===== config.mk =====
export PLATFORM = sky130hd
export DESIGN_NAME = sm_addsub_pipe
export DESIGN_NICKNAME = d
export VERILOG_FILES = /design/src/rtl/sm_fxd_pkg.sv /design/src/rtl/sm_pipe_stage.sv /design/src/rtl/sm_addsub_pipe.sv
export SDC_FILE = /design/constraint.sdc
export NUM_CORES = 1
export LEC_CHECK = 0
export ABC_AREA = 1
export BUFFER_PORTS_ARGS = -buffer_cell sky130_fd_sc_hd__buf_4
export CAP_MARGIN = 10
export CORE_UTILIZATION = 50
export CTS_CLUSTER_DIAMETER = 60
export CTS_CLUSTER_SIZE = 24
export DETAILED_ROUTE_END_ITERATION = 10
export GPL_TIMING_DRIVEN = 0
export PLACE_DENSITY_LB_ADDON = 0.15
export SKIP_LAST_GASP = 1
export SYNTH_ARGS = -nofsm -noshare
export SYNTH_HDL_FRONTEND = slang
export SYNTH_SLANG_ARGS = --single-unit
export TNS_END_PERCENT = 100

===== constraint.sdc =====
create_clock -name clk -period 1.19 [get_ports clk]
set_input_delay 0.0595 -clock clk [delete_from_list [all_inputs] [get_ports clk]]
set_output_delay 0.0595 -clock clk [all_outputs]
set_load 0.05 [all_outputs]

===== src/rtl/sm_fxd_pkg.sv =====
// Sign-magnitude fixed-point helpers shared by the add/sub pipeline.
// Define SM_ADDSUB_SAT_EN to saturate on magnitude overflow; otherwise results wrap.
package sm_fxd_pkg;

`ifdef SM_ADDSUB_SAT_EN
  localparam bit SM_SAT = 1'b1;
`else
  localparam bit SM_SAT = 1'b0;
`endif

  // Functions work on a fixed maximum word; the caller passes the real width n.
  localparam int unsigned SM_MAX_N = 32;
  typedef logic [SM_MAX_N-1:0] sm_word_t;

  function automatic sm_word_t sm_mask(input int unsigned n);
    return sm_word_t'((64'd1 << (n - 1)) - 64'd1);
  endfunction

  function automatic logic sm_sign(input sm_word_t x, input int unsigned n);
    return 1'(x >> (n - 1));
  endfunction

  function automatic sm_word_t sm_mag(input sm_word_t x, input int unsigned n);
    return x & sm_mask(n);
  endfunction

  // Returns {ovf, data}; data occupies the low n bits.
  function automatic logic [SM_MAX_N:0] sm_addsub(input sm_word_t a, input sm_word_t b,
                                                  input logic sub, input int unsigned n);
    logic     s1, s2, s, carry;
    sm_word_t m1, m2, mag, sum, mask;
    mask  = sm_mask(n);
    s1    = sm_sign(a, n);
    s2    = sm_sign(b, n) ^ sub;
    m1    = sm_mag(a, n);
    m2    = sm_mag(b, n);
    carry = 1'b0;
    sum   = '0;
    if (s1 == s2) begin
      sum   = m1 + m2;
      s     = s1;
      carry = 1'(sum >> (n - 1));
      mag   = sum & mask;
    end else if (m1 >= m2) begin
      s   = s1;
      mag = m1 - m2;
    end else begin
      s   = s2;
      mag = m2 - m1;
    end
    if (carry && SM_SAT) mag = mask;
    // A genuine zero is always +0; a wrapped overflow keeps its sign.
    if (mag == '0 && !carry) s = 1'b0;
    return {carry, (sm_word_t'(s) << (n - 1)) | mag};
  endfunction

endpackage


===== src/rtl/sm_pipe_stage.sv =====
// One valid/ready register slice: holds its word while downstream is not ready.
module sm_pipe_stage #(
  parameter int W = 9
) (
  input  logic         clk,
  input  logic         rst_n,
  input  logic         in_vld,
  input  logic [W-1:0] in_data,
  output logic         in_rdy,
  output logic         out_vld,
  output logic [W-1:0] out_data,
  input  logic         out_rdy
);
  logic         vld_q, vld_d;
  logic [W-1:0] data_q, data_d;

  assign in_rdy   = !vld_q | out_rdy;
  assign out_vld  = vld_q;
  assign out_data = data_q;

  always_comb begin
    vld_d  = vld_q;
    data_d = data_q;
    if (in_rdy) begin
      vld_d = in_vld;
      if (in_vld) data_d = in_data;
    end
  end

  always_ff @(posedge clk or negedge rst_n) begin
    if (!rst_n) begin
      vld_q  <= 1'b0;
      data_q <= '0;
    end else begin
      vld_q  <= vld_d;
      data_q <= data_d;
    end
  end
endmodule


===== src/rtl/sm_addsub_pipe.sv =====
// Pipelined sign-magnitude adder/subtractor joining two operand streams.
// Build option: SM_ADDSUB_SAT_EN selects saturation instead of wrap on overflow.
module sm_addsub_pipe
  import sm_fxd_pkg::*;
#(
  parameter int FXD_Q      = 4,
  parameter int FXD_N      = 8,
  parameter int NUM_STAGES = 2
) (
  input  logic             clk,
  input  logic             rst_n,
  input  logic             pre_avail_1,
  output logic             pre_get_1,
  input  logic [FXD_N-1:0] pre_data_1,
  input  logic             pre_avail_2,
  output logic             pre_get_2,
  input  logic [FXD_N-1:0] pre_data_2,
  input  logic             pre_sub,
  output logic             post_avail,
  input  logic             post_get,
  output logic [FXD_N-1:0] post_data,
  output logic             post_ovf
);
  // FXD_Q only documents the binary point; it never changes the datapath.
  localparam int W = FXD_N + 1 + 0 * FXD_Q;

  logic         vld_w [NUM_STAGES+1];
  logic         rdy_w [NUM_STAGES+1];
  logic [W-1:0] dat_w [NUM_STAGES+1];
  logic         accept;

  // Reset gating keeps both gets low while rst_n is asserted.
  assign accept      = pre_avail_1 & pre_avail_2 & rdy_w[0] & rst_n;
  assign pre_get_1   = accept;
  assign pre_get_2   = accept;
  assign vld_w[0]    = accept;
  assign rdy_w[NUM_STAGES] = post_get;

  always_comb begin : arith
    logic [SM_MAX_N:0] res;
    res      = sm_addsub(sm_word_t'(pre_data_1), sm_word_t'(pre_data_2), pre_sub, FXD_N);
    dat_w[0] = {res[SM_MAX_N], res[FXD_N-1:0]};
  end

  for (genvar gi = 0; gi < NUM_STAGES; gi++) begin : g_stage
    sm_pipe_stage #(.W(W)) u_stage (
      .clk      (clk),
      .rst_n    (rst_n),
      .in_vld   (vld_w[gi]),
      .in_data  (dat_w[gi]),
      .in_rdy   (rdy_w[gi]),
      .out_vld  (vld_w[gi+1]),
      .out_data (dat_w[gi+1]),
      .out_rdy  (rdy_w[gi+1])
    );
  end

  assign post_avail = vld_w[NUM_STAGES];
  assign post_ovf   = dat_w[NUM_STAGES][W-1];
  assign post_data  = dat_w[NUM_STAGES][FXD_N-1:0];
endmodule


==> Flow_metrics.wiki, run 1 <==
{| class="wikitable"
! Metric !! Value
|-
| Deepest clock path buffer count || 2
|-
| Share of flip-flops with an asynchronous set or reset after synthesis || 100%
|-
| Worst-path clk slew || around 70 ps
|-
| TritonCTS clock tree || done
|-
| Number of nets in the synthesized netlist || 335
|-
| Clock Sinks || 20
|-
| GR Util met1 || a little over a quarter
|-
| Pre-CTS setup slack || -766 ps
|-
| Final setup fails || 9
|-
| Fraction of power consumed by the clock network || between 10 and 15%
|-
| Core Footprint || 0.00380 mm^2
|-
| Met2 Use GR || roughly two fifths
|-
| Number of buffers created by CTS || 3
|-
| Number of levels in the clock H-tree || 1
|-
| Pwr dens || about 1200 mW/mm^2
|-
| Total area of multi-input combinational cells || between 0.0015 and 0.002 mm^2
|-
| Total grt overflow || 0
|-
| Main flop type after synthesis || sky130_fd_sc_hd__dfrtp_1
|-
| Final WS setup || -371 ps
|-
| Maximum number of pins on one net before global-route repair || 21
|-
| Part of the power in registers || about 28%
|-
| Detailed router's first-iteration violation count || ~110
|-
| Die Area || ~0.0043 mm^2
|-
| Fmax || ~640 MHz
|-
| Sequential element share of the synthesized area || roughly 25%
|-
| Setup repair after global routing missed its margin || true
|-
| GRT met3 Usage || 2.07%
|-
| Share of post-route cells with drive strength above 1 || between 40% and 50%
|-
| Max-slew headroom || between 40 and 50%
|-
| Count of buffers from port buffering || 33
|-
| Max_cap viols || 0
|-
| Initial antenna violation count || 0
|-
| Placer Congestion || around 0.84
|-
| Flop and latch count out of synthesis || 20
|-
| Post-Route Skew || between 5 and 6 ps
|-
| Slew at the pin closest to its max-slew limit || just under 900 ps
|-
| Inserted Diodes || 0
|-
| Number of enable-type register cells in the synthesized netlist || 0
|-
| Number of slew-limit violations in the final report || 0
|-
| Switching share of power || 42.3%
|-
| Number of core rows || 22
|-
| Antenna violation net count after detailed routing || 0
|-
| Final layout net count || approximately 390
|-
| Cell at the root of the clock tree || sky130_fd_sc_hd__clkbuf_8
|-
| Die span in y || approximately 66 um
|-
| Top-level port count || 34
|-
| Final worst path period share || 131%
|-
| Max FO, Critical Path || 4
|-
| Outcome || finished with violations
|-
| Summed instance area of the synthesized netlist || 0.00204 mm^2
|-
| Post-synthesis cell count || 289
|-
| Overall routing resource usage || 23.0%
|-
| Post-Synthesis Mean Instance Area || between 7 and 8 um^2
|-
| Average vias per placed instance || just over 5
|-
| First-pass GRT wire length || around 7600 um
|-
| Filler cells || 292
|-
| Standby leakage power || roughly 1.5 nW
|-
| Via count of the first global-routing pass || ~1,800
|-
| Final Core Density || roughly three quarters
|-
| IR Drop Worst-Case VDD || roughly 0.00057 V
|-
| Area taken by flip-flops and latches || between 500 and 600 um^2
|-
| Combinational group share of total power || roughly three fifths
|-
| Total wirelength of the detailed-routed design || between 4000 and 5000 um
|-
| Final hold violations || 0
|-
| DRC violations left || 0
|-
| 1st-pass router iterations || 4
|-
| Violations in the final reports || setup timing
|-
| Initial standard-cell utilization of the core || a little over half
|-
| Layout overhead on the synthesized area || 42.5%
|-
| Min-delay worst type || input port to flop
|-
| Min Clock Period, post-route || 1560 ps
|-
| Routed length per placed instance || 12.4 um
|-
| Number of library cell types mapped by synthesis || 33
|-
| Highest-utilization routing layer at the global route stage || met2
|-
| Internal power of the cells || 2.06 mW
|-
| Latest clock arrival within the worst-skew pair || 260 ps
|-
| Detail Placement HPWL || roughly 3400 um
|-
| Category of the most critical setup path || input port to flop
|-
| Via count || just over 2,000
|-
| Worst path arrival time || between 1500 and 2000 ps
|-
| Setup crit end kind || flop
|-
| Yosys warning total || 0
|-
| Floorplan die width || 65.9 um
|-
| Total net switching power || approximately 1.5 mW
|-
| Critical Path Start Type || input port
|-
| Worst Path Required || 1330 ps
|}
## state kept, by name, summed over array words and instances (netlist names)
register and cells:
g_stage.u_stage.out_vld 2, g_stage.u_stage.out_data 18
## metal layers
metal	vias to the layer above	part of all wire [%]
li1	1012	-
met1	914	40
met2	71	52
met3	20	5.2
met4	0	2.6
met5	-	0
## power by group through the flow
stage	clock, mW	combinational, mW	sequential, mW
global route	0.537	2.27	1.00
global placement	0	1.79	0.976
finish	0.507	2.09	0.983
detailed placement	0	1.82	0.988
CTS	0.510	1.93	0.975
floorplan	0	1.35	1.00
## layout by cell type (no fill, tap or decap), types with 4 or more instances in the layout
| cell | instances |
|---|---|
| sky130_fd_sc_hd__ha_4 | 5 |
| sky130_fd_sc_hd__buf_4 | 53 |
| sky130_fd_sc_hd__nor2_1 | 15 |
| sky130_fd_sc_hd__o21ai_1 | 5 |
| sky130_fd_sc_hd__clkbuf_8 | 4 |
| sky130_fd_sc_hd__nand2_1 | 68 |
| sky130_fd_sc_hd__inv_2 | 5 |
| sky130_fd_sc_hd__o21ai_0 | 5 |
| sky130_fd_sc_hd__dfrtp_1 | 19 |
| sky130_fd_sc_hd__nand2_4 | 5 |
| sky130_fd_sc_hd__mux2_4 | 5 |
| sky130_fd_sc_hd__nand3_1 | 18 |
| sky130_fd_sc_hd__ha_1 | 14 |
| sky130_fd_sc_hd__nand3_2 | 8 |
| sky130_fd_sc_hd__nand2_2 | 17 |
| sky130_fd_sc_hd__nand4_1 | 4 |
| sky130_fd_sc_hd__buf_6 | 7 |
| sky130_fd_sc_hd__inv_1 | 34 |
| sky130_fd_sc_hd__a21oi_1 | 8 |
## cell type report
class	instances	area share, %
Tap cell	48	2.07
Clock buffer	4	1.89
Sequential cell	20	17.3
Timing Repair Buffer	52	15.5
Buffer	16	4.82
Multi-Input combinational cell	210	52.3
Inverter	43	6.16
## synth_stat cells, types with 3 or more instances
library cell	n	area (um^2)
sky130_fd_sc_hd__a21oi_1	9	45.0
sky130_fd_sc_hd__buf_2	3	15.0
sky130_fd_sc_hd__buf_4	11	82.6
sky130_fd_sc_hd__dfrtp_1	20	500
sky130_fd_sc_hd__fa_1	3	60.1
sky130_fd_sc_hd__ha_1	21	263
sky130_fd_sc_hd__inv_1	39	146
sky130_fd_sc_hd__inv_2	3	11.3
sky130_fd_sc_hd__mux2_2	7	78.8
sky130_fd_sc_hd__nand2_1	88	330
sky130_fd_sc_hd__nand3_1	27	135
sky130_fd_sc_hd__nand4_1	4	25.0
sky130_fd_sc_hd__nor2_1	16	60.1
sky130_fd_sc_hd__o21ai_0	12	60.1
## final timing paths
kind                                                            start                                    endpoint  slack (ps)  cells past startpoint
max                                                     pre_data_1[0]  g_stage[0].u_stage.out_data[7]$_DFFE_PN0P_        -370                     18
min                                                     pre_data_2[0]  g_stage[0].u_stage.out_data[0]$_DFFE_PN0P_         210                      3
max reg2reg                    g_stage[1].u_stage.out_vld$_DFFE_PN0P_  g_stage[1].u_stage.out_data[8]$_DFFE_PN0P_          10                      4
min reg2reg                g_stage[1].u_stage.out_data[5]$_DFFE_PN0P_  g_stage[1].u_stage.out_data[5]$_DFFE_PN0P_         480                      2
max in group asynchronous                                       rst_n      g_stage[1].u_stage.out_vld$_DFFE_PN0P_         140                      2
min in group asynchronous                                       rst_n  g_stage[1].u_stage.out_data[0]$_DFFE_PN0P_         460                      2
## repair_timing
action                                  CTS  global route
endpoints found under the hold margin    20            20
setup buffers                             7            10
endpoints found under the setup margin    9            16
pin swaps                                22            28
gates resized for setup                  26            37
gates cloned                              0             1
hold buffers                              1             1
## worst max-delay path, stage by stage
cell,delay (ps)
sky130_fd_sc_hd__buf_12,90
sky130_fd_sc_hd__inv_8,30
sky130_fd_sc_hd__ha_4,150
sky130_fd_sc_hd__fa_2,360
sky130_fd_sc_hd__inv_2,60
sky130_fd_sc_hd__nand2_2,50
sky130_fd_sc_hd__nand2_4,100
sky130_fd_sc_hd__nand2_4,60
sky130_fd_sc_hd__nand2_2,70
sky130_fd_sc_hd__nand2_2,80
sky130_fd_sc_hd__nand3_2,70
sky130_fd_sc_hd__nand3_2,70
sky130_fd_sc_hd__nand2_2,90
sky130_fd_sc_hd__nand3_2,90
sky130_fd_sc_hd__nor2_2,120
sky130_fd_sc_hd__nand2_1,60
sky130_fd_sc_hd__nand2_1,60
sky130_fd_sc_hd__a21oi_2,50
## kinds of logic after synthesis
| kind of cell | synth area share, % |
|---|---|
| fa+ha+maj | 15.8 |
| compound gates | 8.59 |
| mux | 3.87 |
| buf+inv | 13.1 |
| simple gates | 30.8 |
| xor+xnor | 3.31 |
| flops | 24.5 |
## per-stage QoR
step                TNS [ps]  cell area, um^2  cells  total power [mW]  hold slack [ps]
global placement       -3580             2470    370              2.77            -49.6
floorplan              -2220             2160    289              2.36             -236
CTS                    -1510             2670    382              3.42             78.3
global route           -2800             2910    393              3.82              243
finish                 -1850             2910    393              3.58              208
detailed placement     -3780             2470    370              2.81            -51.2
Power figures use the tool's default switching activity.
==> run 2, diff against run 1 <==
Settings changed: PLACE_DENSITY set to 0.84, PLACE_DENSITY_LB_ADDON 0.15 to unset, RECOVER_POWER set to 25.
==> run 2 against run 1 <==
  * The run still ends with setup timing left
  * Total power shrank 4.6%
  * Die area is the same
  * Sequential share of layout area grew 1.3 points
  * Routed wire length shrank 5.5%
  * Utilization shrank 5.4 points
  * Worst hold slack lost 140 ps
  * Maximum frequency grew 1.4%
  * Final area shrank 7.1%
  * Non-clock buffer count shrank 11
==> Flow_metrics.wiki, run 2 (synthesis results as in run 1) <==
{| class="wikitable"
! Metric !! Value
|-
| Overall routing resource usage || 22.9% (was 23.0%)
|-
| Total wirelength of the detailed-routed design || 4600 um (was 4870 um)
|-
| Worst Path Required || 1330 ps (about the same)
|-
| Setup repair after global routing missed its margin || true (unchanged)
|-
| Die Area || 0.00434 mm^2 (unchanged)
|-
| Total grt overflow || 0 (unchanged)
|-
| Worst Hold Slack || 70.3 ps (was 208 ps)
|-
| Standby leakage power || 1.44 nW (was 1.54 nW)
|-
| Commonest cells after routing, fill and taps aside || sky130_fd_sc_hd__nand2_1 (73), sky130_fd_sc_hd__buf_4 (46), sky130_fd_sc_hd__inv_1 (32), sky130_fd_sc_hd__nand3_1 (24), sky130_fd_sc_hd__dfrtp_1 (19) (was sky130_fd_sc_hd__nand2_1 (68), sky130_fd_sc_hd__buf_4 (53), sky130_fd_sc_hd__inv_1 (34), sky130_fd_sc_hd__dfrtp_1 (19), sky130_fd_sc_hd__nand3_1 (18))
|-
| Category of the most critical setup path || input port to flop (unchanged)
|-
| Latest clock arrival within the worst-skew pair || 250 ps (was 260 ps)
|-
| Max_cap viols || 0 (unchanged)
|-
| DRC violations left || 0 (unchanged)
|-
| DP Area || 0.00247 mm^2 (unchanged)
|-
| Fin Setup TNS || -1820 ps (was -1850 ps)
|-
| 1st-pass router iterations || 4 (unchanged)
|-
| Final setup fails || 9 (unchanged)
|-
| Area taken by flip-flops and latches || 502 um^2 (unchanged)
|-
| Largest register FFs || 18 (unchanged)
|-
| TritonCTS clock tree || done (unchanged)
|-
| Total area of multi-input combinational cells || 0.00145 mm^2 (was 0.00152 mm^2)
|-
| Via count || 1,927 (was 2,017)
|-
| Filler cells || 332 (was 292)
|-
| Number of slew-limit violations in the final report || 0 (unchanged)
|-
| Fmax || 649 MHz (was 640 MHz)
|-
| Die span in y || 65.9 um (unchanged)
|-
| Deepest clock path buffer count || 2 (unchanged)
|-
| Number of buffers created by CTS || 3 (unchanged)
|-
| Worst path arrival time || 1680 ps (was 1700 ps)
|-
| Initial antenna violation count || 0 (unchanged)
|-
| Layout overhead on the synthesized area || 32.5% (was 42.5%)
|-
| Max incr delay on CP || 330 ps (was 360 ps)
|-
| Worst-path clk slew || 70 ps (about the same)
|-
| First-pass GRT wire length || 7670 um (was 7580 um)
|-
| Min Clock Period, post-route || 1540 ps (was 1560 ps)
|-
| Critical Path Start Type || input port (unchanged)
|-
| Detailed router's first-iteration violation count || 76 (was 105)
|-
| Final layout net count || 381 (was 392)
|-
| Total Power Consumption || 3.41 mW (was 3.58 mW)
|-
| CP max-delay cell || sky130_fd_sc_hd__fa_2 (unchanged)
|-
| Crit-path most repeated cell || sky130_fd_sc_hd__nand2_1 (was sky130_fd_sc_hd__nand2_2)
|-
| Cell at the root of the clock tree || sky130_fd_sc_hd__clkbuf_8 (unchanged)
|-
| Number of core rows || 22 (unchanged)
|-
| Floorplan die width || 65.9 um (unchanged)
|-
| Most common library cell in the layout ignoring fill and taps || sky130_fd_sc_hd__nand2_1 (unchanged)
|-
| Max-slew headroom || 33.2% (was 41.2%)
|-
| Max FO, Critical Path || 7 (was 4)
|-
| Final WS setup || -350 ps (was -371 ps)
|-
| Final worst path period share || 129% (was 131%)
|-
| Outcome || finished with violations (unchanged)
|-
| IR Drop Worst-Case VDD || 0.000520 V (was 0.000571 V)
|-
| Maximum number of pins on one net before global-route repair || 21 (unchanged)
|-
| Average vias per placed instance || 5.04 (was 5.13)
|-
| Detail Placement HPWL || 3530 um (was 3400 um)
|-
| Top-level port count || 34 (unchanged)
|-
| Clock Sinks || 20 (unchanged)
|-
| Post-Route Skew || 4.51 ps (was 5.56 ps)
|-
| Initial standard-cell utilization of the core || 53.7% (unchanged)
|-
| Core Footprint || 0.00380 mm^2 (unchanged)
|-
| Pwr dens || 1260 mW/mm^2 (was 1230 mW/mm^2)
|-
| Final hold violations || 0 (unchanged)
|-
| Pre-CTS setup slack || -764 ps (was -766 ps)
|-
| Setup crit end kind || flop (unchanged)
|-
| Min-delay worst type || input port to async pin (was input port to flop)
|-
| Slew at the pin closest to its max-slew limit || 1000 ps (was 879 ps)
|-
| Share of post-route cells with drive strength above 1 || 37.1% (was 41.7%)
|-
| Area of all placed cells without fillers || 0.00270 mm^2 (was 0.00291 mm^2)
|-
| Routed length per placed instance || 12.0 um (was 12.4 um)
|-
| Violations in the final reports || setup timing (unchanged)
|-
| Number of levels in the clock H-tree || 1 (unchanged)
|-
| Via count of the first global-routing pass || 1,799 (was 1,776)
|-
| Placer Congestion || 0.833 (was 0.840)
|-
| Count of buffers from port buffering || 33 (unchanged)
|-
| Worst-path cell chain || buf_12 -> inv_8 -> ha_4 -> fa_2 -> inv_1 -> nand2_1 -> nand2_2 -> nand3_2 -> nand3_4 -> nand2_2 -> nand3_2 -> nand4_1 -> nor2_2 -> nand2_1 -> nand2_1 -> a21oi_2 (was buf_12 -> inv_8 -> ha_4 -> fa_2 -> inv_2 -> nand2_2 -> nand2_4 -> nand2_4 -> nand2_2 -> nand2_2 -> nand3_2 -> nand3_2 -> nand2_2 -> nand3_2 -> nor2_2 -> nand2_1 -> nand2_1 -> a21oi_2)
|-
| Antenna violation net count after detailed routing || 0 (unchanged)
|-
| Inserted Diodes || 0 (unchanged)
|}
[run 2: through the flow]
step | cells | utilization (%)
4_1_cts | 381 | 69.8
3_3_place_gp | 370 | 65.0
6_report | 382 | 71.1
3_5_place_dp | 370 | 65.0
2_1_floorplan | 289 | -
5_1_grt | 382 | 71.1
[run 2: report_power, final]
group	leakage [nW]	switching, mW	internal, mW
Clock	0.0228	0.196	0.237
Combinational	1.17	1.15	0.850
Sequential	0.246	0.104	0.873
[run 2: final timing paths]
path	cells after the start	end	slack [ps]	from
max in group asynchronous	2	g_stage[1].u_stage.out_vld$_DFFE_PN0P_	450	rst_n
setup / recovery	16	g_stage[0].u_stage.out_data[7]$_DFFE_PN0P_	-350	pre_data_1[0]
hold / removal	2	g_stage[0].u_stage.out_vld$_DFFE_PN0P_	70	rst_n
min in group clk	4	g_stage[1].u_stage.out_vld$_DFFE_PN0P_	100	post_get
hold reg to reg	2	g_stage[0].u_stage.out_data[3]$_DFFE_PN0P_	490	g_stage[0].u_stage.out_data[3]$_DFFE_PN0P_
setup reg to reg	4	g_stage[1].u_stage.out_data[8]$_DFFE_PN0P_	20	g_stage[1].u_stage.out_vld$_DFFE_PN0P_
[run 2: per-layer routing]
metal / up-vias / part of all wire, % / track usage (%)
met1: 864 / 41 / 27.1
met4: 0 / 1.4 / 8.15
li1: 995 / - / -
met5: - / 0 / 0
met2: 62 / 52 / 42.7
met3: 6 / 4.9 / 1.55
[run 2: layout make-up]
type | instances | share of cell area, %
Clock buffer | 4 | 1.67
Sequential cell | 20 | 18.6
Inverter | 43 | 6.62
Timing Repair Buffer | 41 | 12.0
Multi-Input combinational cell | 210 | 53.8
Buffer | 16 | 5.14
Tap cell | 48 | 2.22
[run 2: critical path: cells and delay by family]
family	cells	cell delay, ps
adders and majority gates	2	480
buffers and inverters	3	180
AOI/OAI and AO/OA	1	50
and+or+nand+nor	10	900
[run 2: repair_timing]
item                                    4_1_cts  5_1_grt
endpoints found under the hold margin        20        0
pin swaps                                    24        7
gates cloned                                  0        0
setup buffers                                 6        1
hold buffers                                  1        0
endpoints found under the setup margin        9       17
resized for setup                            28       18
==> run 3, diff against run 2 <==
Settings changed: RECOVER_POWER 25 to unset.
==> run 3 against run 2 <==
  * The flow still finishes with violations (setup timing)
  * Largest cell class unchanged
  * Sequential cell count unchanged
  * First-iteration DRC count unchanged
  * Setup slack about the same
  * Combinational power about the same
  * Critical path type unchanged
  * Clock power about the same
  * Utilization up 0.23 points
  * Routed wire length down 0.11%
  * Register-to-register slack about the same
  * Final area up 0.32%
  * Global-route usage unchanged
  * Via count about the same
  * Worst hold slack better by 1.9 ps
==> Flow_metrics.wiki, run 3 (synthesis results as in run 1) <==
{| class="wikitable"
! Metric !! Value
|-
| Outcome || finished with violations (unchanged)
|-
| Violations in the final reports || setup timing (unchanged)
|-
| Number of core rows || 22 (unchanged)
|-
| Max-slew headroom || 43.8% (was 33.2%)
|-
| Total grt overflow || 0 (unchanged)
|-
| Post-Route Skew || 4.51 ps (about the same)
|-
| Category of the most critical setup path || input port to flop (unchanged)
|-
| Pwr dens || 1260 mW/mm^2 (about the same)
|-
| Met2 Wirelength || 2400 um (was 2410 um)
|-
| Clock Sinks || 20 (unchanged)
|-
| Via count || 1,928 (was 1,927)
|-
| R2r setup slk || 20 ps (about the same)
|-
| Final setup fails || 9 (unchanged)
|-
| CP max-delay cell || sky130_fd_sc_hd__fa_2 (unchanged)
|-
| Initial antenna violation count || 0 (unchanged)
|-
| Number of buffers created by CTS || 3 (unchanged)
|-
| DP Area || 0.00247 mm^2 (unchanged)
|-
| Largest register FFs || 18 (unchanged)
|-
| Min-delay worst type || input port to async pin (unchanged)
|-
| Final layout net count || 381 (unchanged)
|-
| Slew at the pin closest to its max-slew limit || 843 ps (was 1000 ps)
|-
| Commonest cells after routing, fill and taps aside || sky130_fd_sc_hd__nand2_1 (73), sky130_fd_sc_hd__buf_4 (47), sky130_fd_sc_hd__inv_1 (32), sky130_fd_sc_hd__nand3_1 (24), sky130_fd_sc_hd__dfrtp_1 (19) (was sky130_fd_sc_hd__nand2_1 (73), sky130_fd_sc_hd__buf_4 (46), sky130_fd_sc_hd__inv_1 (32), sky130_fd_sc_hd__nand3_1 (24), sky130_fd_sc_hd__dfrtp_1 (19))
|-
| Inserted Diodes || 0 (unchanged)
|-
| Core Footprint || 0.00380 mm^2 (unchanged)
|-
| Cell at the root of the clock tree || sky130_fd_sc_hd__clkbuf_8 (unchanged)
|-
| Max FO, Critical Path || 7 (unchanged)
|-
| Top-level port count || 34 (unchanged)
|-
| Number of buffer and inverter instances along the worst setup path || 3 (unchanged)
|-
| Min Clock Period, post-route || 1540 ps (about the same)
|-
| Area of all placed cells without fillers || 0.00271 mm^2 (was 0.00270 mm^2)
|-
| Maximum number of pins on one net before global-route repair || 21 (unchanged)
|-
| Top cell family by delay on the critical path || simple AND/OR/NAND/NOR gates (unchanged)
|-
| First-pass GRT wire length || 7670 um (unchanged)
|-
| Number of cells on the worst reg-to-reg path || 4 (unchanged)
|-
| Max_cap viols || 0 (unchanged)
|-
| Metal1 wirelength || 1900 um (about the same)
|-
| Critical Path Start Type || input port (unchanged)
|-
| Max incr delay on CP || 330 ps (about the same)
|-
| Number of levels in the clock H-tree || 1 (unchanged)
|-
| Final hold violations || 0 (unchanged)
|-
| Crit Reg-Reg Endpoint || g_stage[1].u_stage.out_data[8]$_DFFE_PN0P_ (unchanged)
|-
| Worst Path Required || 1330 ps (about the same)
|-
| Die span in y || 65.9 um (unchanged)
|-
| Amount of wire on met3 after detailed routing || 224 um (was 225 um)
|-
| Final WS setup || -350 ps (about the same)
|-
| Antenna violation net count after detailed routing || 0 (unchanged)
|-
| Die Area || 0.00434 mm^2 (unchanged)
|-
| DRC violations left || 0 (unchanged)
|-
| Worst-path cell chain || buf_12 -> inv_8 -> ha_4 -> fa_2 -> inv_1 -> nand2_1 -> nand2_2 -> nand3_2 -> nand3_4 -> nand2_2 -> nand3_2 -> nand4_1 -> nor2_2 -> nand2_1 -> nand2_1 -> a21oi_2 (unchanged)
|-
| Worst-path clk slew || 70 ps (about the same)
|-
| Via count of the first global-routing pass || 1,799 (unchanged)
|-
| Overall routing resource usage || 22.9% (unchanged)
|-
| IR Drop Worst-Case VDD || 0.000520 V (about the same)
|-
| Layout overhead on the synthesized area || 32.9% (was 32.5%)
|-
| Deepest clock path buffer count || 2 (unchanged)
|-
| Worst Hold Slack || 72.1 ps (was 70.3 ps)
|-
| Final worst path period share || 129% (about the same)
|-
| Routed length per placed instance || 12.0 um (about the same)
|-
| Average vias per placed instance || 5.05 (was 5.04)
|-
| Share of post-route cells with drive strength above 1 || 37.1% (unchanged)
|-
| Detailed router's first-iteration violation count || 76 (unchanged)
|-
| Most common library cell in the layout ignoring fill and taps || sky130_fd_sc_hd__nand2_1 (unchanged)
|-
| Worst path arrival time || 1680 ps (about the same)
|-
| Standby leakage power || 1.45 nW (was 1.44 nW)
|-
| Crit-path most repeated cell || sky130_fd_sc_hd__nand2_1 (unchanged)
|-
| Highest metal used || met4 (unchanged)
|-
| Filler cells || 329 (was 332)
|-
| Number of slew-limit violations in the final report || 0 (unchanged)
|-
| Latest clock arrival within the worst-skew pair || 250 ps (about the same)
|-
| TritonCTS clock tree || done (unchanged)
|-
| Initial standard-cell utilization of the core || 53.7% (unchanged)
|-
| Fmax || 650 MHz (was 649 MHz)
|-
| Dpl cells || 370 (unchanged)
|-
| Fin cells || 382 (unchanged)
|-
| Setup repair after global routing missed its margin || true (unchanged)
|-
| Setup crit end kind || flop (unchanged)
|-
| 1st-pass router iterations || 4 (unchanged)
|-
| Count of buffers from port buffering || 33 (unchanged)
|-
| Startpoint of the worst register-to-register path || g_stage[1].u_stage.out_vld$_DFFE_PN0P_ (unchanged)
|-
| Total wirelength of the detailed-routed design || 4590 um (was 4600 um)
|-
| Floorplan die width || 65.9 um (unchanged)
|-
| Placer Congestion || 0.833 (unchanged)
|-
| Detail Placement HPWL || 3530 um (unchanged)
|}
run 3: worst max path at each step:
stage	startpoint	end	slack, ps	cells after the start
2_1_floorplan	pre_data_1[0]	g_stage[0].u_stage.out_data[7]$_DFFE_PN0P_	-400	17
3_3_place_gp	pre_data_1[5]	g_stage[0].u_stage.out_data[7]$_DFFE_PN0P_	-730	16
3_5_place_dp	pre_data_1[5]	g_stage[0].u_stage.out_data[7]$_DFFE_PN0P_	-760	16
4_1_cts	pre_data_1[0]	g_stage[0].u_stage.out_data[7]$_DFFE_PN0P_	-340	18
5_1_grt	pre_data_1[0]	g_stage[0].u_stage.out_data[7]$_DFFE_PN0P_	-450	18
6_report	pre_data_1[0]	g_stage[0].u_stage.out_data[7]$_DFFE_PN0P_	-350	16
run 3: what timing repair did:
| action | CTS | global route |
|---|---|---|
| pin swaps | 24 | 7 |
| resized for setup | 28 | 18 |
| gates cloned | 0 | 0 |
| hold endpoints to repair | 20 | 0 |
| endpoints found under the setup margin | 9 | 17 |
| buffers inserted | 6 | 1 |
| hold buffers | 1 | 0 |
run 3: final cells by class:
cell class	count	area (um^2)	area share, %
Buffer	16	139	5.12
Clock buffer	4	45.0	1.66
Inverter	43	179	6.60
Multi-Input combinational cell	210	1450	53.6
Sequential cell	20	502	18.5
Tap cell	48	60.1	2.22
Timing Repair Buffer	41	333	12.3
run 3: layer usage:
layer / global-route usage [%] / vias to the layer above
met3: 1.55 / 6
met2: 42.7 / 61
met4: 8.15 / 0
li1: - / 996
met5: 0 / -
met1: 27.1 / 865
run 3: power breakdown:
| part | internal [mW] | switching, mW | total [mW] |
|---|---|---|---|
| Clock | 0.237 | 0.196 | 0.434 |
| Combinational | 0.852 | 1.15 | 2.00 |
| Sequential | 0.873 | 0.104 | 0.978 |
| Total | 1.96 | 1.45 | 3.42 |
run 3: stage by stage:
step | worst slack, ps | power [mW] | util [%] | TNS (ps)
floorplan | -397 | 2.36 | - | -2220
global placement | -733 | 2.76 | 65.0 | -3530
detailed placement | -764 | 2.82 | 65.0 | -3940
CTS | -335 | 3.37 | 69.8 | -1720
global route | -449 | 3.64 | 71.3 | -2730
finish | -350 | 3.42 | 71.3 | -1820
